File: config.mk
export PLATFORM = sky130hd
export DESIGN_NAME = guess_entry_ctrl
export DESIGN_NICKNAME = d
export VERILOG_FILES = /design/src/rtl/guess_entry_ctrl.sv
export SDC_FILE = /design/constraint.sdc
export NUM_CORES = 1
export LEC_CHECK = 0
export CAP_MARGIN = 20
export CORE_AREA = 10 10 94 96
export CTS_BUF_LIST = sky130_fd_sc_hd__clkbuf_8 sky130_fd_sc_hd__clkbuf_16
export CTS_CLUSTER_DIAMETER = 60
export DETAILED_ROUTE_END_ITERATION = 8
export DIE_AREA = 0 0 104 106
export GPL_ROUTABILITY_DRIVEN = 0
export HOLD_SLACK_MARGIN = 0.15
export PLACE_DENSITY = 0.7
export SLEW_MARGIN = 40
export SYNTH_ARGS = -nofsm -noshare
export SYNTH_HDL_FRONTEND = slang
export SYNTH_SLANG_ARGS = --single-unit
File: constraint.sdc
create_clock -name CLK -period 2.55 [get_ports CLK]
set_clock_uncertainty 0.1 [all_clocks]
set_input_delay 0.255 -clock CLK [delete_from_list [all_inputs] [get_ports CLK]]
set_output_delay 0.255 -clock CLK [all_outputs]
set_load 0.05 [all_outputs]
File: src/rtl/guess_entry_ctrl.sv
// Digit-entry controller for a number-guessing game: edits a 5-digit guess,
// hands it to an external judge, and tracks wrong tries and the cursor blink.
module guess_entry_ctrl #(
   parameter int BLINK_HALF = 25000000,
   parameter int MAX_TRIES  = 7
) (
   input  logic        CLK,
   input  logic        RST,
   input  logic        btn_left,
   input  logic        btn_right,
   input  logic        btn_inc,
   input  logic        btn_dec,
   input  logic        btn_submit,
   input  logic        result_valid,
   input  logic [1:0]  result,
   output logic [16:0] databuffer,
   output logic [2:0]  i,
   output logic        blink,
   output logic        guess_valid,
   output logic [3:0]  tries,
   output logic        win,
   output logic        lose
);

   typedef enum logic [1:0] {EDIT, REQ, WIN, LOSE} state_t;

   localparam int CW = (2 * BLINK_HALF > 1) ? $clog2(2 * BLINK_HALF) : 1;
   localparam logic [CW-1:0] CNT_LAST = CW'(2 * BLINK_HALF - 1);
   localparam logic [CW-1:0] CNT_HALF = CW'(BLINK_HALF);

   state_t        state;
   logic [CW-1:0] blink_cnt;
   logic [CW-1:0] cnt_next;
   logic          edit_act;

   // Digit 4 is a single bit that toggles; digits 0..3 wrap within BCD with no carry.
   function automatic logic [16:0] step_digit(input logic [16:0] db_in,
                                              input logic [2:0]  idx,
                                              input logic        up);
      logic [16:0] r;
      logic [3:0]  d;
      r = db_in;
      if (idx == 3'd4) begin
         r[16] = ~db_in[16];
      end else begin
         d = db_in[{idx[1:0], 2'b00} +: 4];
         if (up) d = (d == 4'd9) ? 4'd0 : d + 4'd1;
         else    d = (d == 4'd0) ? 4'd9 : d - 4'd1;
         r[{idx[1:0], 2'b00} +: 4] = d;
      end
      return r;
   endfunction

   // An accepted edit restarts the blink so the touched digit starts blanked.
   assign edit_act = (state == EDIT) && !btn_submit &&
                     (btn_inc || btn_dec || btn_left || btn_right);
   assign cnt_next = (edit_act || blink_cnt == CNT_LAST) ? '0 : blink_cnt + 1'b1;

   // NOTE: all state and outputs update with non-blocking assignments so every
   // right-hand side sees the pre-edge values regardless of statement order.
   always_ff @(posedge CLK) begin
      if (RST) begin
         state       <= EDIT;
         databuffer  <= '0;
         i           <= '0;
         tries       <= '0;
         blink_cnt   <= '0;
         blink       <= 1'b0;
         guess_valid <= 1'b0;
         win         <= 1'b0;
         lose        <= 1'b0;
      end else begin
         blink_cnt <= cnt_next;
         blink     <= (cnt_next >= CNT_HALF);
         case (state)
            EDIT: begin
               if (btn_submit) begin
                  state       <= REQ;
                  guess_valid <= 1'b1;
               end else if (btn_inc) begin
                  databuffer <= step_digit(databuffer, i, 1'b1);
               end else if (btn_dec) begin
                  databuffer <= step_digit(databuffer, i, 1'b0);
               end else if (btn_left) begin
                  i <= (i == 3'd4) ? 3'd0 : i + 3'd1;
               end else if (btn_right) begin
                  i <= (i == 3'd0) ? 3'd4 : i - 3'd1;
               end
            end
            REQ: begin
               if (result_valid) begin
                  guess_valid <= 1'b0;
                  if (result == 2'b10) begin
                     state <= WIN;
                     win   <= 1'b1;
                  end else begin
                     tries <= tries + 4'd1;
                     if ((tries + 4'd1) == 4'(MAX_TRIES)) begin
                        state <= LOSE;
                        lose  <= 1'b1;
                     end else begin
                        state <= EDIT;
                     end
                  end
               end
            end
            WIN, LOSE: begin
               if (btn_submit) begin
                  state      <= EDIT;
                  win        <= 1'b0;
                  lose       <= 1'b0;
                  databuffer <= '0;
                  i          <= '0;
                  tries      <= '0;
               end
            end
            default: state <= EDIT;
         endcase
      end
   end

endmodule

==> flow_metrics.env, run 1 <==
export IMPL_finalSetupTns_ps=0
export IMPL_grt_ovfl_total=0
export IMPL_syn_to_final_growth_pct=20.3
export IMPL_synth_distinct_cells=60
export IMPL_power_switching_w=0.000452
export IMPL_crit_path_start_kind="flip-flop"
export IMPL_insertion_delay_ps=310
export IMPL_rsz0062_at_grt="true"
export IMPL_ys_seq_area_share_pct=34.7
export IMPL_internal_power_w=0.00122
export IMPL_outcome="finished, final reports clean"
export IMPL_synthCells=393
export IMPL_grt_max_degree=26
export IMPL_antenna_found_initial=0
export IMPL_power_share_clock_pct=30.7
export IMPL_nNetsFinal=457
export IMPL_dr_pass1_iters=5
export IMPL_fp_dieW_um=104
export IMPL_yosysWarnings=0
export IMPL_syn_cell_area_um2=3230
export IMPL_period_share_pct=96.2
export IMPL_routedWlPerCell_um=14.5
export IMPL_viasPerCell=5.48
export IMPL_stdcell_count=532
export IMPL_antenna_cells=0
export IMPL_rrSetupSlack_ps=100
export IMPL_critPathCapture="databuffer[15]"
export IMPL_post_route_min_period_ps=2450
export IMPL_numPlacedInstances=522
export IMPL_dp_hpwl_um=5830
export IMPL_grtUsageTotal_pct=13.4
export IMPL_drt_initial_drc_count=138
export IMPL_cts_root_buffer="clkbuf_8"
export IMPL_critPathKind="reg -> reg"
export IMPL_vias=2918
export IMPL_grt_pass1_vias=2711
export IMPL_crit_required_ps=2700
export IMPL_clkTransAtPathRegs_ps=110
export IMPL_startpoint="i[0]"
export IMPL_core_area_um2=7060
export IMPL_vdd_drop_max_v=0.000262
export IMPL_powerDensity_nw_per_um2=429
export IMPL_hold_viol_final=0
export IMPL_r2r_cells=8
export IMPL_drc=0
export IMPL_grt_pass1_wl_um=12900
export IMPL_fp_dieH_um=106
export IMPL_cts_buffers=5
export IMPL_max_slew_margin_pct=64.4
export IMPL_drt_wl_total_um=7730
export IMPL_ys_ff_latch=56
export IMPL_critical_path_arrival_ps=2610
export IMPL_slew_viol_final=0
export IMPL_reg2reg_from="i[0]"
export IMPL_avgSynthCellArea_um2=8.22
export IMPL_hold_path_class="reg -> reg"
export IMPL_r2r_end="databuffer[15]"
export IMPL_cp_max_fo=6
export IMPL_drive_gt1_share_pct=8.78
export IMPL_hold_ws_ps=377
export IMPL_htreeDepth=2
export IMPL_final_antenna_net_count=0
export IMPL_worstSetupEndpointType="flip-flop"
export IMPL_dieArea_um2=11000
export IMPL_switching_share_pct=27.1
export IMPL_finalSetupViolCount=0
export IMPL_worstMarginPinSlew_ps=532
export IMPL_syn_num_nets=418
export IMPL_port_buffers=37
export IMPL_start_util_pct=45.8
export IMPL_synth_edff_count=0
export IMPL_n_fill_cell=663
export IMPL_io_pins=38
export IMPL_async_reset_ff_share_pct=0
export IMPL_synth_top_flop_cell="dfxtp_1"
export IMPL_power_leakage_nw=1.31
export IMPL_maxCapViolCount=0
export IMPL_cts_tree="built"
export IMPL_comb_power_share_pct=15.1
export IMPL_share_seq_of_total_power_pct=54.2
export IMPL_clock_fmax_mhz=408
export IMPL_fin_util_pct=55.0
export IMPL_cts_sinks=56
export IMPL_cts_path_max_buffers=2
export IMPL_rows=31
## power by group through the flow
stage,registers (W),logic [W],clock network (W)
2_1_floorplan,0.000957,0.000129,0
3_3_place_gp,0.000923,0.000239,0
3_5_place_dp,0.000924,0.000245,0
4_1_cts,0.000903,0.000246,0.000538
5_1_grt,0.000907,0.000275,0.000560
6_report,0.000903,0.000252,0.000512
## metal layers
metal	part of all wire [%]	global-route usage, %	vias to the layer above
li1	-	-	1461
met1	46	17.1	1398
met2	50	23.0	57
met3	3.9	2.48	2
met4	0.25	3.38	0
met5	0	0	-
## synth_stat cells, types with 7 or more instances
master	instances	area [um^2]
a21oi_1	25	125
clkbuf_1	11	41.3
dfxtp_1	56	1120
ha_1	15	188
inv_1	16	60.1
nand2_1	28	105
nand2b_1	10	62.6
nand3_1	18	90.1
nand4_1	8	50.1
nor2_1	61	229
nor3_1	12	60.1
o21ai_1	7	35.0
or3_1	7	43.8
xnor2_1	16	140
xor2_1	12	105
## worst min-delay path by stage
stage                  startpoint            end  slack [ps]  depth (start not counted)
floorplan              btn_submit       state[0]         320                          2
global placement              win            win         350                          2
detailed placement            win            win         360                          2
CTS                 databuffer[7]  databuffer[7]         380                          2
global route        databuffer[3]  databuffer[3]         410                          2
finish              databuffer[7]  databuffer[7]         380                          2
## kinds of logic after synthesis
| group | after synthesis | share of synthesized area [%] |
|---|---|---|
| AO/OA/AOI/OAI | 70 | 14.7 |
| adder cells (fa/ha/maj) | 15 | 5.81 |
| multiplexers | 9 | 4.38 |
| flip-flops | 56 | 34.7 |
| buffers and inverters | 34 | 4.42 |
| AND/OR/NAND/NOR | 181 | 28.4 |
| XOR/XNOR | 28 | 7.59 |
## layout by cell type, fill, tap and decap left out, drive strengths merged, types with 5 or more instances in the layout
master / netlist / layout
a21oi: 25 / 25
a22oi: 5 / 5
and4: 5 / 5
buf: 7 / 13
clkbuf: 11 / 6
clkdlybuf4s50: 0 / 37
dfxtp: 56 / 56
ha: 15 / 15
inv: 16 / 16
nand2: 28 / 28
nand2b: 10 / 10
nand3: 18 / 18
nand4: 8 / 8
nor2: 61 / 61
nor2b: 6 / 6
nor3: 12 / 12
nor4: 6 / 6
o21ai: 10 / 10
or3: 8 / 8
xnor2: 16 / 16
xor2: 12 / 12
## state kept, by name, indices dropped and copies added (netlist names)
signal       cells
blink_cnt       26
databuffer      17
tries            4
i                3
state            2
blink            1
guess_valid      1
lose             1
win              1
## area by class of cell
class	count	area (um^2)	share of cell area (%)
Tap cell	99	124	3.19
Timing Repair Buffer	50	484	12.5
Inverter	16	62.6	1.61
Multi-Input combinational cell	303	1990	51.2
Clock buffer	6	82.6	2.13
Clock inverter	2	15.0	0.386
Sequential cell	56	1130	29.0
## worst max-delay path, stage by stage (launching register included)
cell and delay (ps):
dfxtp_4 400, mux4_2 600, inv_4 110, ha_4 130, nor2_1 50, a2111oi_2 390
a21oi_1 110, or3_4 360, o21ai_1 130
## metrics by stage
stage | power, W | setup slack [ps] | instance area [um^2]
after floorplan | 0.00109 | 15.3 | 3250
after global placement | 0.00116 | 186 | 3760
after detailed placement | 0.00117 | 130 | 3760
after CTS | 0.00169 | 94.6 | 3860
after global routing | 0.00174 | -15.6 | 3880
final | 0.00167 | 96.7 | 3880
## repair_timing
item,CTS,global route
buffers inserted,0,2
hold buffers,0,0
endpoints found under the hold margin,0,0
endpoints found under the setup margin,0,8
gates resized for setup,0,3
Note: power is estimated with default switching activity, not from simulation.
==> run 2, diff against run 1 <==
--- a/config.mk
+++ b/config.mk
@@ -11,9 +11,11 @@
 export CTS_CLUSTER_DIAMETER = 60
 export DETAILED_ROUTE_END_ITERATION = 8
 export DIE_AREA = 0 0 104 106
+export DONT_BUFFER_PORTS = 1
 export GPL_ROUTABILITY_DRIVEN = 0
 export HOLD_SLACK_MARGIN = 0.15
-export PLACE_DENSITY = 0.7
+export PLACE_DENSITY = 0.62
+export REMOVE_ABC_BUFFERS = 1
 export SLEW_MARGIN = 40
 export SYNTH_ARGS = -nofsm -noshare
 export SYNTH_HDL_FRONTEND = slang
==> flow_metrics.env, run 2 (synthesized netlist as in run 1, its figures left out) <==
export IMPL_rrSetupSlack_ps=150
export IMPL_drt_initial_drc_count=90
export IMPL_min_path_cells=4
export IMPL_min_delay_start="btn_left"
export IMPL_final_antenna_net_count=0
export IMPL_final_common_cell="nor2_1"
export IMPL_cts_path_max_buffers=2
export IMPL_numPlacedInstances=510
export IMPL_worstSetupEndpointType="flip-flop"
export IMPL_worstMarginPinSlew_ps=623
export IMPL_htreeDepth=2
export IMPL_cts_root_buffer="clkbuf_8"
export IMPL_r2r_cells=8
export IMPL_hold_end="i[1]"
export IMPL_largest_reg_flops=26
export IMPL_antenna_cells=0
export IMPL_dp_hpwl_um=6010
export IMPL_critical_path_arrival_ps=2550
export IMPL_fp_dieW_um=104
export IMPL_grt_max_degree=27
export IMPL_outcome="finished, final reports clean"
export IMPL_crit_required_ps=2700
export IMPL_finalSetupTns_ps=0
export IMPL_post_place_ws_ps=85.1
export IMPL_largestRegisters="blink_cnt (26), databuffer (17), tries (4)"
export IMPL_drive_gt1_share_pct=14.5
export IMPL_cts_tree="built"
export IMPL_grtUsageTotal_pct=14.5
export IMPL_setup_ws_ps=148
export IMPL_finalSetupViolCount=0
export IMPL_rows=31
export IMPL_mostFrequentLayoutCells="61 x nor2_1, 53 x dfxtp_1, 38 x buf_4, 28 x nand2_1, 25 x a21oi_1"
export IMPL_max_slew_margin_pct=58.0
export IMPL_syn_to_final_growth_pct=15.7
export IMPL_insertion_delay_ps=310
export IMPL_nNetsFinal=453
export IMPL_stdcell_count=528
export IMPL_powerDensity_nw_per_um2=440
export IMPL_slew_viol_final=0
export IMPL_maxCapViolCount=0
export IMPL_hold_path_class="in -> reg"
export IMPL_crit_path_start_kind="flip-flop"
export IMPL_clock_fmax_mhz=416
export IMPL_grt_pass1_vias=2746
export IMPL_post_route_min_period_ps=2400
export IMPL_start_util_pct=45.8
export IMPL_critPathKind="reg -> reg"
export IMPL_period_share_pct=94.2
export IMPL_vias=2863
export IMPL_fin_util_pct=53.0
export IMPL_largest_register="blink_cnt"
export IMPL_vdd_drop_max_v=0.000273
export IMPL_drt_wl_total_um=7910
export IMPL_power_leakage_nw=1.34
export IMPL_hold_viol_final=0
export IMPL_fp_dieH_um=106
export IMPL_core_area_um2=7060
export IMPL_routedWlPerCell_um=15.0
export IMPL_fin_total_pwr_w=0.00165
export IMPL_cts_buffers=5
export IMPL_io_pins=38
export IMPL_grt_pass1_wl_um=13500
export IMPL_dr_pass1_iters=4
export IMPL_port_buffers=0
export IMPL_grt_ovfl_total=0
export IMPL_cts_sinks=56
export IMPL_cp_max_fo=4
export IMPL_antenna_found_initial=0
export IMPL_clkTransAtPathRegs_ps=100
export IMPL_rsz0062_at_grt="false"
export IMPL_reg2reg_from="i[0]"
export IMPL_drc=0
export IMPL_r2r_end="databuffer[6]"
export IMPL_viasPerCell=5.42
export IMPL_dieArea_um2=11000
## run 2: cell types whose count changed in the layout (fill, tap and decap cells not counted), sizes merged
| cell | previous run | this run |
|---|---|---|
| buf | 13 | 39 |
| dlygate4sd3 | 0 | 7 |
| clkdlybuf4s50 | 37 | 0 |
## run 2: critical path, stage by stage, from the launching register on
cell and delay (ps):
dfxtp_2 370, mux4_2 530, buf_4 150, ha_1 200
a21oi_1 130, mux2i_1 80, mux2_2 300, or3_1 350
a21oi_1 140
## run 2: final cells by class
| class | count | area, um^2 |
|---|---|---|
| fill | 676 | 3320 |
| multi-input combinational | 303 | 1970 |
| sequential | 56 | 1120 |
| timing repair buffer | 46 | 360 |
| tap | 99 | 124 |
| clock buffer | 6 | 82.6 |
| inverter | 16 | 60.1 |
| clock inverter | 2 | 15.0 |
## run 2: per-stage QoR
step	cell area, um^2	hold WS (ps)
after floorplan	3150	224
after global placement	3540	231
after detailed placement	3540	232
after CTS	3720	151
after global routing	3740	193
final	3740	159
## run 2: how the worst max path moves through the flow
stage	startpoint	end
floorplan	i[0]	databuffer[14]
global placement	i[0]	databuffer[6]
detailed placement	i[0]	databuffer[6]
CTS	i[0]	databuffer[6]
global route	i[0]	databuffer[10]
finish	i[0]	databuffer[6]
## run 2: report_power, final
| group | internal, W | switching [W] | total, W |
|---|---|---|---|
| clock network | 0.000220 | 0.000289 | 0.000509 |
| logic | 0.0000929 | 0.000128 | 0.000221 |
| registers | 0.000889 | 0.0000266 | 0.000916 |
## run 2: routing by layer
metal  routed length (um)  global-route usage, %  part of all wire, %  vias to the layer above
met5                    0                      0                    0                        -
met4                  206                   6.46                  2.6                        0
met3                  299                   2.72                  3.8                       16
met2                 3930                   26.0                   50                       60
met1                 3480                   16.3                   44                     1326
li1                     -                      -                    -                     1461
## run 2: what timing repair did
action,in CTS,in global routing
hold endpoints to repair,30,0
setup endpoints to repair,0,7
buffers inserted,0,2
hold buffers,8,0
gates resized for setup,0,5
